File: src/rtl/out_collector_if.sv
// Handshake bundle between the execute stage / host and the output collector.
// Producer side: out_data/out_valid/halt_ex/start in, host side: tx_ready in.
// Collector side: tx_valid/tx_data/tx_last/count/overflow/done out.
interface out_collector_if #(
  parameter int DEPTH = 8
);
  localparam int CW = $clog2(DEPTH) + 1;

  logic [2:0]    out_data;
  logic          out_valid;
  logic          halt_ex;
  logic          start;
  logic          tx_ready;
  logic          tx_valid;
  logic [2:0]    tx_data;
  logic          tx_last;
  logic [CW-1:0] count;
  logic          overflow;
  logic          done;

  // master: the environment (execute stage + host) driving the collector
  modport master (
    output out_data, out_valid, halt_ex, start, tx_ready,
    input  tx_valid, tx_data, tx_last, count, overflow, done
  );

  // slave: the collector itself
  modport slave (
    input  out_data, out_valid, halt_ex, start, tx_ready,
    output tx_valid, tx_data, tx_last, count, overflow, done
  );
endinterface

File: src/rtl/out_collector.sv
// Output collector: buffers execute-stage output values in a DEPTH-entry FIFO for a host.
// Latency: a value pushed into an empty FIFO is presented one cycle after its push edge (no bypass).
// Backpressure: host stalls with tx_ready=0; a push into a full FIFO without a same-cycle pop is dropped and sets sticky overflow.
// Ports: clk (rising edge), rst_n (async active-low), bus (out_collector_if.slave):
//   in : out_data[2:0], out_valid, halt_ex, start, tx_ready
//   out: tx_valid, tx_data[2:0], tx_last, count, overflow, done
// DEPTH must be a power of two, at least 2 (pointers wrap by natural overflow).
module out_collector #(
  parameter int DEPTH = 8
) (
  input  logic           clk,
  input  logic           rst_n,
  out_collector_if.slave bus
);
  localparam int AW = $clog2(DEPTH);
  localparam int CW = AW + 1;

  typedef enum logic [1:0] {
    S_IDLE  = 2'd0,
    S_RUN   = 2'd1,
    S_DRAIN = 2'd2,
    S_DONE  = 2'd3
  } state_t;

  state_t        r_state;
  logic [AW-1:0] r_wptr;
  logic [AW-1:0] r_rptr;
  logic [CW-1:0] r_count;
  logic          r_ovf;
  logic          r_done;
  logic [2:0]    r_mem [DEPTH];

  logic          w_active;
  logic          w_tx_vld;
  logic          w_full;
  logic          w_push_req;
  logic          w_pop;
  logic          w_push;
  logic          w_drop;
  logic          w_start;
  logic [CW-1:0] w_count_nxt;

  assign w_active   = (r_state == S_RUN) || (r_state == S_DRAIN);
  assign w_tx_vld   = w_active && (r_count != '0);
  assign w_full     = (r_count == CW'(DEPTH));
  assign w_push_req = (r_state == S_RUN) && bus.out_valid;
  assign w_pop      = w_tx_vld && bus.tx_ready;
  // A full FIFO still accepts a value when the head leaves in the same cycle.
  assign w_push     = w_push_req && (!w_full || w_pop);
  assign w_drop     = w_push_req && w_full && !w_pop;
  // start only matters between runs; mid-run starts are ignored.
  assign w_start    = bus.start && ((r_state == S_IDLE) || (r_state == S_DONE));

  always_comb begin
    w_count_nxt = r_count;
    if (w_push && !w_pop) begin
      w_count_nxt = r_count + 1'b1;
    end else if (w_pop && !w_push) begin
      w_count_nxt = r_count - 1'b1;
    end
  end

  // Control FSM with pointers, occupancy and registered status flags.
  always_ff @(posedge clk or negedge rst_n) begin
    if (!rst_n) begin
      r_state <= S_IDLE;
      r_wptr  <= '0;
      r_rptr  <= '0;
      r_count <= '0;
      r_ovf   <= 1'b0;
      r_done  <= 1'b0;
    end else if (w_start) begin
      r_state <= S_RUN;
      r_wptr  <= '0;
      r_rptr  <= '0;
      r_count <= '0;
      r_ovf   <= 1'b0;
      r_done  <= 1'b0;
    end else begin
      if (w_push) begin
        r_wptr <= r_wptr + 1'b1;
      end
      if (w_pop) begin
        r_rptr <= r_rptr + 1'b1;
      end
      r_count <= w_count_nxt;
      if (w_drop) begin
        r_ovf <= 1'b1;
      end
      case (r_state)
        S_RUN: begin
          // The push in the halting cycle is already folded into w_push.
          if (bus.halt_ex) begin
            r_state <= S_DRAIN;
          end
        end
        S_DRAIN: begin
          // Entering DRAIN with an empty FIFO falls through here one edge later.
          if (w_count_nxt == '0) begin
            r_state <= S_DONE;
            r_done  <= 1'b1;
          end
        end
        default: begin
        end
      endcase
    end
  end

  // Storage carries no reset; tx_data is masked whenever nothing is presented.
  always_ff @(posedge clk) begin
    if (w_push) begin
      r_mem[r_wptr] <= bus.out_data;
    end
  end

  assign bus.tx_valid = w_tx_vld;
  assign bus.tx_data  = w_tx_vld ? r_mem[r_rptr] : 3'd0;
  assign bus.tx_last  = (r_state == S_DRAIN) && (r_count == CW'(1)) && w_tx_vld;
  assign bus.count    = r_count;
  assign bus.overflow = r_ovf;
  assign bus.done     = r_done;

endmodule

File: src/flat_wrapper.sv
// flat-port wrapper written by rule: the top's interface ports become plain ports
module out_collector_flat 
#(
  parameter int DEPTH = 8
)
  (clk, rst_n, bus_out_data, bus_out_valid, bus_halt_ex, bus_start, bus_tx_ready, bus_tx_valid, bus_tx_data, bus_tx_last, bus_count, bus_overflow, bus_done);
  out_collector_if #(.DEPTH(DEPTH)) bus_i ();
  input  logic clk;
  input  logic rst_n;
  input wire logic [$bits(bus_i.out_data)-1:0] bus_out_data;
  input wire logic [$bits(bus_i.out_valid)-1:0] bus_out_valid;
  input wire logic [$bits(bus_i.halt_ex)-1:0] bus_halt_ex;
  input wire logic [$bits(bus_i.start)-1:0] bus_start;
  input wire logic [$bits(bus_i.tx_ready)-1:0] bus_tx_ready;
  output wire logic [$bits(bus_i.tx_valid)-1:0] bus_tx_valid;
  output wire logic [$bits(bus_i.tx_data)-1:0] bus_tx_data;
  output wire logic [$bits(bus_i.tx_last)-1:0] bus_tx_last;
  output wire logic [$bits(bus_i.count)-1:0] bus_count;
  output wire logic [$bits(bus_i.overflow)-1:0] bus_overflow;
  output wire logic [$bits(bus_i.done)-1:0] bus_done;
  assign bus_i.out_data = bus_out_data;
  assign bus_i.out_valid = bus_out_valid;
  assign bus_i.halt_ex = bus_halt_ex;
  assign bus_i.start = bus_start;
  assign bus_i.tx_ready = bus_tx_ready;
  assign bus_tx_valid = bus_i.tx_valid;
  assign bus_tx_data = bus_i.tx_data;
  assign bus_tx_last = bus_i.tx_last;
  assign bus_count = bus_i.count;
  assign bus_overflow = bus_i.overflow;
  assign bus_done = bus_i.done;
  out_collector #(.DEPTH(DEPTH)) u_core (.clk(clk), .rst_n(rst_n), .bus(bus_i));
endmodule
File: config.mk
export PLATFORM = sky130hd
export DESIGN_NAME = out_collector_flat
export DESIGN_NICKNAME = d
export VERILOG_FILES = /design/src/rtl/out_collector_if.sv /design/src/rtl/out_collector.sv /design/src/flat_wrapper.sv
export SDC_FILE = /design/constraint.sdc
export NUM_CORES = 1
export LEC_CHECK = 0
export ABC_CLOCK_PERIOD_IN_PS = 6700
export BUFFER_PORTS_ARGS = -buffer_cell sky130_fd_sc_hd__buf_2
export CAP_MARGIN = 15
export CORE_MARGIN = 3
export CORE_UTILIZATION = 30
export CTS_CLUSTER_SIZE = 20
export DETAILED_ROUTE_END_ITERATION = 7
export SYNTH_ARGS = -nofsm -noshare
export SYNTH_HDL_FRONTEND = slang
export SYNTH_SLANG_ARGS = --single-unit
File: constraint.sdc
create_clock -name clk -period 6.7 [get_ports clk]
set_clock_uncertainty 0.05 [all_clocks]
set_input_delay 1.34 -clock clk [delete_from_list [all_inputs] [get_ports clk]]
set_output_delay 1.34 -clock clk [all_outputs]
set_load 0.03 [all_outputs]
---- After elaboration in Yosys (flattened, before gate mapping) ----
Memories as Yosys holds them, arrays and structs flattened.
Cells that the tools add are included.
Widths: inputs -> output; s select.
cells by class
  add/subtract/negate cells ............... 4
  reductions and logical operators ........ 28
  mux-type cells .......................... 19
  eq/ne operators ......................... 7
operators by type and width
  operator             number
  $mux 3               5
  $mux 4               3
  $logic_and 1x1->1    11
  $reduce_bool 2->1    5
  $mux 1               7
  $add 3x1->3 const B  2
  $mux 2               3
  $ne 3x2->1 const B   2
  $add 4x1->4 const B  1
  $eq 2x2->1 const B   2
  $eq 4x1->1 const B   1
  $eq 4x4->1 const B   1
  $logic_not 4->1      1
  $pmux 2 s2           1
  $reduce_bool 4->1    1
  $sub 4x1->4 const B  1
  $logic_not 1->1      3
  $logic_or 1x1->1     3
  $reduce_and 3->1     1
  $reduce_bool 3->1    1
  $eq 2x1->1 const B   1
  $logic_not 2->1      1
  $reduce_and 2->1     1
word-level totals
  memories kept ........................... 1
  memory bits (writable) .................. 24
  logic and storage cells ................. 65
  register bits after elaboration ......... 14
memories
  name          depth  width  rd ports  clocked after memory_dff  write ports  line                 text
  u_core.r_mem  8      3      1         0                         1            out_collector.sv:31  logic [2:0] r_mem [DEPTH];

---- Longest topological paths before layout ----
Gate-level depths: netlist of the first run.
  word-level depth ........................ 14
  gate-level depth with buffers ........... 8

---- Worst setup path after synthesis of the first run ----
OpenSTA, ideal clock, no wires.
  kind .................................... register to output
  start ................................... register u_core.r_count[0] (netlist: u_core.bus.count[0])
  end ..................................... output port bus_tx_last
  path slack .............................. 3.012 ns
  data required time ...................... 5.310 ns
  cell stages (with the launch flop) ...... 6
  arrival time ............................ 2.298 ns
  cell sequence ........................... dfrtp_1 inv_1 ha_1 or2b_1 o21ai_0 nor4_1
between the ends
  word-level cells in the longest chain between the ends .. 3
ends and longest elaborated chain
  item                                             line                                       text
  from (decl)                                      out_collector.sv:28                        logic [CW-1:0] r_count;
  from (signal assigned)                           out_collector.sv:86                        r_count <= w_count_nxt;
  $eq 4x1->1 or $reduce_bool 4->1 (tied branches)  out_collector.sv:119, out_collector.sv:44
  $logic_and 1x1->1 (on tied branches)             out_collector.sv:119, out_collector.sv:44
  $logic_and 1x1->1 (*)                            out_collector.sv:119                       assign bus.tx_last = (r_state == S_DRAIN) && (r_count == CW'(1)) && w_tx_vld;
  to (decl)                                        flat_wrapper.sv:17                         output wire logic [$bits(bus_i.tx_last)-1:0] bus_tx_last;
Every way passes the cells marked *; elsewhere a longest branch is shown, timed or not.

---- Worst setup path in the final report of the first run ----
  start ................................... register u_core.r_count[1] (netlist: u_core.bus.count[1])
  end ..................................... output port bus_tx_last
The elaborated chain is that of the path after synthesis.

==> results of run 1 <==
layer usage:
layer	vias to the layer above	part of all wire, %
met5	-	0
met4	0	1.1
met1	590	49
met2	33	45
met3	4	4.9
li1	618	-
per-stage QoR:
| stage | total power, mW | hold slack (ns) |
|---|---|---|
| 6_report | 0.911 | 0.456 |
| 5_1_grt | 0.976 | 0.503 |
| 4_1_cts | 0.920 | 0.458 |
| 3_5_place_dp | 0.723 | 0.438 |
| 3_3_place_gp | 0.724 | 0.429 |
| 2_1_floorplan | 0.631 | 0.484 |
power breakdown:
part	switching [mW]	total, mW	leakage [nW]	internal, mW
Combinational	0.237	0.393	0.399	0.156
Sequential	0.0440	0.324	0.400	0.280
Clock	0.0833	0.194	0.0504	0.111
cells in the final DEF, fill, tap and decap left out, types with 2 or more instances in the layout:
cell type,netlist,layout
nand2_1,12,12
o21ai_0,4,4
a21oi_1,5,5
nand2b_1,4,4
dfrtp_1,14,14
and2_1,2,2
mux4_2,6,6
inv_1,8,8
clkinvlp_4,0,2
a31oi_1,4,4
ha_1,7,7
clkbuf_8,0,5
edfxtp_1,24,24
xnor2_1,2,2
nor3_1,3,3
mux2i_1,4,4
xor2_1,2,2
or3_1,2,2
buf_2,2,19
nand4_1,4,4
nor2b_2,2,2
nor2_1,19,19
state kept, by name, indices dropped and copies added (netlist names):
signal,count
u_core.r_mem,24
u_core.r_wptr,3
u_core.r_rptr,3
u_core.bus.count,4
u_core.bus.overflow,1
u_core.bus.done,1
u_core.r_state,2
critical path, delay by kind of cell (launching register included):
family / cells / cell delay, ns
DFF: 1 / 0.43
buffers and inverters: 2 / 0.35
adders and majority gates: 1 / 0.29
and+or+nand+nor: 2 / 0.36
AOI/OAI and AO/OA: 1 / 0.50
kinds of logic (layout without fill, tap and decap cells):
group                    after synthesis  after routing  share of synthesized area, %
XOR/XNOR                               4              4                          1.82
adder cells (fa/ha/maj)                7              7                          4.56
flip-flops                            38             38                          55.7
buffers and inverters                 13             35                          2.67
multiplexers                          10             10                          9.11
AO/OA/AOI/OAI                         25             25                          8.72
AND/OR/NAND/NOR                       58             58                          17.4
final cells by class:
type	instances	share of cell area (%)
Sequential cell	38	48.6
Multi-Input combinational cell	104	36.3
Timing Repair Buffer	19	4.32
Tap cell	75	4.26
Clock buffer	5	3.12
Clock inverter	3	2.04
Inverter	8	1.36
final timing paths:
path / startpoint / endpoint / slack [ns] / depth (start not counted)
min reg2reg: u_core.bus.overflow / u_core.bus.overflow / 0.46 / 2
min: u_core.bus.overflow / u_core.bus.overflow / 0.46 / 2
max reg2reg: u_core.r_state[0] / u_core.r_mem[1][2] / 4.19 / 6
min in group asynchronous: rst_n / u_core.r_wptr[0] / 0.88 / 1
max: u_core.bus.count[1] / bus_tx_last / 3.08 / 6
max in group asynchronous: rst_n / u_core.r_rptr[1] / 5.47 / 1
==> metrics.txt, run 1 <==
routing usage on met2=16.3%; setup TNS=0 ns; initial DRC count=85; CTS Hold Buffers Added=0; Synth Net Count=171; Mapped Cells=155; Tot GR Track Use=10.8%; worst-path maximum fanout=8; fin area=0.00220 mm2; most common cell in the synthesized netlist=edfxtp_1; Slew headroom=58.4%; Final Max Slew Viols=0; Place WS=3.33 ns; routing usage on met3=2.50%; Setup CP Type=register to output port; leakage power of the design=0.850 nW; setup ws final=3.08 ns; pin count of the biggest net entering global routing=15; fraction of layout cells with a size suffix above 1=23.2%; Cell Chain, Critical Path=inv_1, ha_1, or2b_1, o21ai_0, nor4_1, buf_2; final std cells w/o fill=252; cell taking the most area after synthesis=edfxtp_1; post-synth top area share=37.5%; dpl cells=244; die height=86.0 um; die width=86.0 um; Worst Path Arrival=2.23 ns; ys flop type=edfxtp_1; Max clock buf depth=2; Skew-Pair Late Insertion Delay=0.29 ns; Final Hold Vio Count=0; via count=1245; Detailed Route WL=3640 um; asr flop ratio synth=36.8%; Synth top cells by count=24 x edfxtp_1, 19 x nor2_1, 14 x dfrtp_1, 12 x nand2_1, 8 x inv_1; Syn Area/Cell=12.4 um2; Num CTS Buffers=5; final setup vio count=0; PortBufs=19; RePlAce Congestion=0.934; Synth Register Bits=38; fmax=276 MHz; cts repair resizes=0; drt first pass iters=4; Ys Warns=0; maximum vdd drop=0.165 mV; initial antenna violation count=0; P&R area growth vs syn=14.6%; CTS tree=done; DRC Markers=0; H-tree depth=2; IO Pins=20; Final Core Density=36.4%; Hold Path Class=register to register; met1 GRT Util=15.1%; dpl cell area=0.00209 mm2; fin nets=192; Clk pin slew, worst setup/hold paths=0.08 ns; Post-CTS Setup Bufs=0; DP HPWL=2710 um; GRT Max-Usage Layer=met2; die area=0.00740 mm2; grt ovf=0; Routed Antenna Nets=0; status=completed; Post-synth EDFFs=24; area of the multi-input gates=800 um2; fin crit share=54.1%; Max-cap violations=0; fin crit period=3.62 ns; # rows=28; Synth Cell Area=0.00192 mm2; vias in the first global route=1174; register area share after synthesis=55.7%; ANT cells=0; fillers=597; Synth area leaders=edfxtp_1 38%, dfrtp_1 18%, mux4_2 7.0%; Startpoint Class=register; slowest cell delay on critical path=0.50 ns; Pwr per Cell Area=414 mW/mm2; Worst Tran Pin Value=0.618 ns; first-pass GRT wire length=6040 um; routed len/inst=14.4 um; worst path required time=5.31 ns; RSZ-0062 raised after global routing=no; Reg area=0.00107 mm2; Starting Density=31.7%; Crit-path slowest cell=o21ai_0; root buf cell=clkbuf_8; Num Clock Sinks=38; core area=0.00606 mm2; Yosys cell types=43; vias per inst=4.94; Critical Path End Type=output port
(Power assumes the default switching activity.)
==> inputs of run 2 (changes only) <==
--- a/config.mk
+++ b/config.mk
@@ -5,7 +5,7 @@
 export SDC_FILE = /design/constraint.sdc
 export NUM_CORES = 1
 export LEC_CHECK = 0
-export ABC_CLOCK_PERIOD_IN_PS = 6700
+export ABC_CLOCK_PERIOD_IN_PS = 2920
 export BUFFER_PORTS_ARGS = -buffer_cell sky130_fd_sc_hd__buf_2
 export CAP_MARGIN = 15
 export CORE_MARGIN = 3
==> constraint.sdc (replaced) <==
create_clock -name clk -period 2.92 [get_ports clk]
set_clock_uncertainty 0.05 [all_clocks]
set_input_delay 0.584 -clock clk [delete_from_list [all_inputs] [get_ports clk]]
set_output_delay 0.584 -clock clk [all_outputs]
set_load 0.03 [all_outputs]
==> metrics.txt, run 2 (same netlist as run 1, synthesis figures left out) <==
cts repair resizes=0; ANT cells=0; most flop-heavy register=u_core.r_mem; die height=86.0 um; Final Hold Vio Count=0; Detailed Route WL=3820 um; Pwr per Cell Area=980 mW/mm2; Num CTS Buffers=5; maximum vdd drop=0.469 mV; worst-path maximum fanout=8; CTS Hold Buffers Added=0; Skew-Pair Late Insertion Delay=0.30 ns; worst r2r src=u_core.r_state[0]; # rows=28; Critical Path End Type=output port; CTS tree=done; die area=0.00740 mm2; Final Core Density=37.0%; initial antenna violation count=0; Num Clock Sinks=38; root buf cell=clkbuf_8; RePlAce Congestion=0.870; max reg flops=24; RSZ-0062 raised after global routing=no; Hold WS=0.119 ns; setup TNS=0 ns; most common cell after layout, fill and taps aside=edfxtp_1; clock share of power=24.4%; Final Max Slew Viols=0; Critical R2R Capture=u_core.r_mem[0][1]; DRC Markers=0; Hold Path Class=primary input to async pin; status=completed; r2r setup slk=0.49 ns; Startpoint Class=register; Max-cap violations=0; Slew headroom=55.4%; fin crit share=94.6%; most frequent cells in the layout=24 x edfxtp_1, 19 x nor2_1, 19 x buf_2; H-tree depth=2; DP HPWL=2850 um; Reg2Reg Depth=6; setup ws final=0.158 ns; Starting Density=31.7%; vias per inst=5.00; P&R area growth vs syn=16.6%; fraction of layout cells with a size suffix above 1=24.2%; pin count of the biggest net entering global routing=15; Tot GR Track Use=11.7%; initial DRC count=69; PortBufs=19; IO Pins=20; Worst Path Arrival=2.13 ns; Routed Antenna Nets=0; Worst Tran Pin Value=0.664 ns; routed len/inst=15.1 um; worst path required time=2.29 ns; Max clock buf depth=2; fmax=362 MHz; Setup CP Type=register to output port; drt first pass iters=4; Seq pwr share=33.9%; final setup vio count=0; die width=86.0 um; Comb pwr share=41.8%; core area=0.00606 mm2; Switching Share=38.3%; Post-CTS Setup Bufs=0; first-pass GRT wire length=6470 um; grt ovf=0; fillers=574; fin nets=193; vias in the first global route=1268; via count=1264; fin crit period=2.76 ns; Clk pin slew, worst setup/hold paths=0.09 ns; leakage power of the design=0.873 nW; Switch Pwr=841 uW; Place WS=0.474 ns; cell internal pwr=1.36 mW
## run 2: changes by cell type in the layout (fill, tap and decap cells not counted)
cell	before	now
bufinv_16	1	2
nor4_2	0	1
clkinv_4	0	1
clkinvlp_4	2	0
buf_4	0	1
nor4_1	1	0
## run 2: metal layers
metal	vias to the layer above	part of all wire, %	GRT usage (%)
met3	5	3.6	2.98
met4	0	1.7	5.18
met2	22	49	18.4
li1	620	-	-
met5	-	0	0
met1	617	46	15.3
## run 2: worst max path at each step
stage | depth (start not counted) | to | startpoint | slack, ns
2_1_floorplan | 5 | bus_tx_last | u_core.bus.count[0] | 0.31
3_3_place_gp | 6 | u_core.r_mem[0][1] | u_core.r_state[0] | 0.49
3_5_place_dp | 7 | bus_tx_data[0] | u_core.bus.count[0] | 0.47
4_1_cts | 7 | bus_tx_data[0] | u_core.bus.count[0] | 0.14
5_1_grt | 7 | bus_tx_data[0] | u_core.bus.count[0] | 0.02
6_report | 7 | bus_tx_data[0] | u_core.bus.count[1] | 0.16
## run 2: power groups by stage
stage | logic, mW | registers [mW] | clock network [mW]
6_report | 0.918 | 0.744 | 0.536
5_1_grt | 1.02 | 0.759 | 0.577
4_1_cts | 0.925 | 0.745 | 0.549
3_5_place_dp | 0.923 | 0.757 | 0
3_3_place_gp | 0.921 | 0.755 | 0
2_1_floorplan | 0.706 | 0.746 | 0
## run 2: cell type report
class / count / area [um2] / share of cell area, %
multi-input combinational: 104 / 806 / 36.0
clock buffer: 5 / 68.8 / 3.07
sequential: 38 / 1070 / 47.8
timing repair buffer: 20 / 103 / 4.58
clock inverter: 3 / 68.8 / 3.07
inverter: 8 / 30.0 / 1.34
tap: 75 / 93.8 / 4.19
## run 2: through the flow
| step | instances | instance area (um2) | total power [mW] |
|---|---|---|---|
| finish | 253 | 2240 | 2.20 |
| global route | 253 | 2240 | 2.36 |
| CTS | 253 | 2240 | 2.22 |
| detailed placement | 245 | 2100 | 1.68 |
| global placement | 245 | 2100 | 1.68 |
| floorplan | 155 | 1930 | 1.45 |
## run 2: critical path, cell delays in order, from the launching register on
cell	delay, ns
dfrtp_1	0.44
inv_1	0.16
ha_1	0.29
or2b_1	0.27
o21ai_0	0.25
buf_4	0.20
nor2_1	0.05
buf_2	0.17
==> inputs of run 3 (changes only) <==
--- a/config.mk
+++ b/config.mk
@@ -12,6 +12,7 @@
 export CORE_UTILIZATION = 30
 export CTS_CLUSTER_SIZE = 20
 export DETAILED_ROUTE_END_ITERATION = 7
+export GPL_TIMING_DRIVEN = 0
 export SYNTH_ARGS = -nofsm -noshare
 export SYNTH_HDL_FRONTEND = slang
 export SYNTH_SLANG_ARGS = --single-unit
==> metrics.txt, run 3 (same netlist as run 1, synthesis figures left out) <==
Clk pin slew, worst setup/hold paths=0.07 ns; via count=1248; setup TNS=0 ns; RSZ-0062 raised after global routing=no; Skew-Pair Late Insertion Delay=0.28 ns; Worst Path Arrival=2.02 ns; fin nets=197; Crit-path slowest cell=dfrtp_1; dpl cell area=0.00212 mm2; fillers=585; initial DRC count=49; fin crit period=2.65 ns; Final Max Slew Viols=0; maximum vdd drop=0.406 mV; worst-path maximum fanout=8; root buf cell=clkbuf_8; fin crit share=90.9%; Max-cap violations=0; Startpoint Class=register; fin area=0.00227 mm2; setup ws final=0.266 ns; Num Clock Sinks=38; worst path required time=2.29 ns; most frequent cells in the layout=24 x edfxtp_1, 21 x buf_2, 19 x nor2_1; Pwr per Cell Area=975 mW/mm2; # rows=28; worst path bufs/invs=2; P&R area growth vs syn=17.9%; fmax=377 MHz; Post-CTS Setup Bufs=0; Setup CP Type=register to output port; status=completed; IO Pins=20; CTS tree=done; grt ovf=0; vias per inst=4.86; leakage power of the design=0.884 nW; final setup vio count=0; DP HPWL=2770 um; most common cell after layout, fill and taps aside=edfxtp_1; Cell Chain, Critical Path=inv_1, ha_1, or2b_1, o21ai_4, nor2_1, buf_2; core area=0.00606 mm2; routed len/inst=14.2 um; Tot GR Track Use=11.0%; PortBufs=19; Final Hold Vio Count=0; cell family with most CP delay=flip-flops; first-pass GRT wire length=6170 um; DRC Markers=0; initial antenna violation count=0; Slew headroom=61.3%; vias in the first global route=1250; Routed Antenna Nets=0; Num CTS Buffers=5; Max clock buf depth=2; Critical Path End Type=output port; max reg flops=24; Place WS=-0.0178 ns; die width=86.0 um; H-tree depth=2; pin count of the biggest net entering global routing=15; Hold WS=0.142 ns; ANT cells=0; RePlAce Congestion=0.840; Detailed Route WL=3660 um; dpl cells=249; Hold Path Class=primary input to async pin; Starting Density=31.7%; Worst Tran Pin Value=0.577 ns; drt first pass iters=4; fraction of layout cells with a size suffix above 1=24.7%; die area=0.00740 mm2; slowest cell delay on critical path=0.44 ns; final std cells w/o fill=257; die height=86.0 um; most flop-heavy register=u_core.r_mem
==> run 3: cell types whose count changed in the layout (fill, tap and decap cells not counted), sizes merged <==
| cell | previous run | this run |
|---|---|---|
| buf | 20 | 21 |
| clkbuf | 5 | 8 |
==> run 3: final timing paths <==
| path | start | end | slack (ns) | cells past startpoint |
|---|---|---|---|---|
| min in group clk | bus_start | u_core.bus.count[2] | 0.45 | 2 |
| hold / removal | rst_n | u_core.r_state[0] | 0.14 | 1 |
| setup / recovery | u_core.bus.count[0] | bus_tx_data[0] | 0.27 | 6 |
| hold reg to reg | u_core.bus.done | u_core.bus.done | 0.47 | 2 |
| setup reg to reg | u_core.r_state[0] | u_core.r_mem[0][0] | 0.39 | 6 |
| max in group asynchronous | rst_n | u_core.bus.count[0] | 2.43 | 1 |
==> run 3: cell type report <==
class | count | area, um2 | area share (%)
Clock buffer | 5 | 68.8 | 3.04
Tap cell | 75 | 93.8 | 4.14
Timing Repair Buffer | 19 | 95.1 | 4.20
Multi-Input combinational cell | 104 | 817 | 36.1
Buffer | 5 | 21.3 | 0.939
Clock inverter | 3 | 68.8 | 3.04
Inverter | 8 | 30.0 | 1.33
Sequential cell | 38 | 1070 | 47.3
==> run 3: worst reg2reg max path: cells and delay by family, from the launching register on <==
kind,cells,cell delay [ns]
buffers and inverters,1,0.07
AO/OA/AOI/OAI,1,0.33
flip-flops,1,0.38
AND/OR/NAND/NOR,3,0.98
adder cells (fa/ha/maj),1,0.37
==> run 3: through the flow <==
step	utilization [%]	total power, mW
floorplan	-	1.45
global placement	34.9	1.68
detailed placement	34.9	1.68
CTS	37.3	2.22
global route	37.4	2.38
finish	37.4	2.21
==> run 3: metal layers <==
metal	GRT usage, %	vias up	part of all wire (%)
met3	2.59	4	2.5
met2	18.1	12	50
li1	-	624	-
met5	0	-	0
met1	14.1	608	46
met4	3.88	0	1.4
==> run 3: report_power, final <==
group / leakage (nW) / switching (mW) / internal, mW / total, mW
Sequential: 0.400 / 0.0581 / 0.642 / 0.700
Clock: 0.0683 / 0.183 / 0.342 / 0.525
Combinational: 0.415 / 0.603 / 0.380 / 0.983
==> run 3: what timing repair did <==
item / in CTS / in global routing
hold buffers: 0 / 0
pin swaps: 0 / 0
endpoints found under the setup margin: 5 / 1
resized for setup: 2 / 1
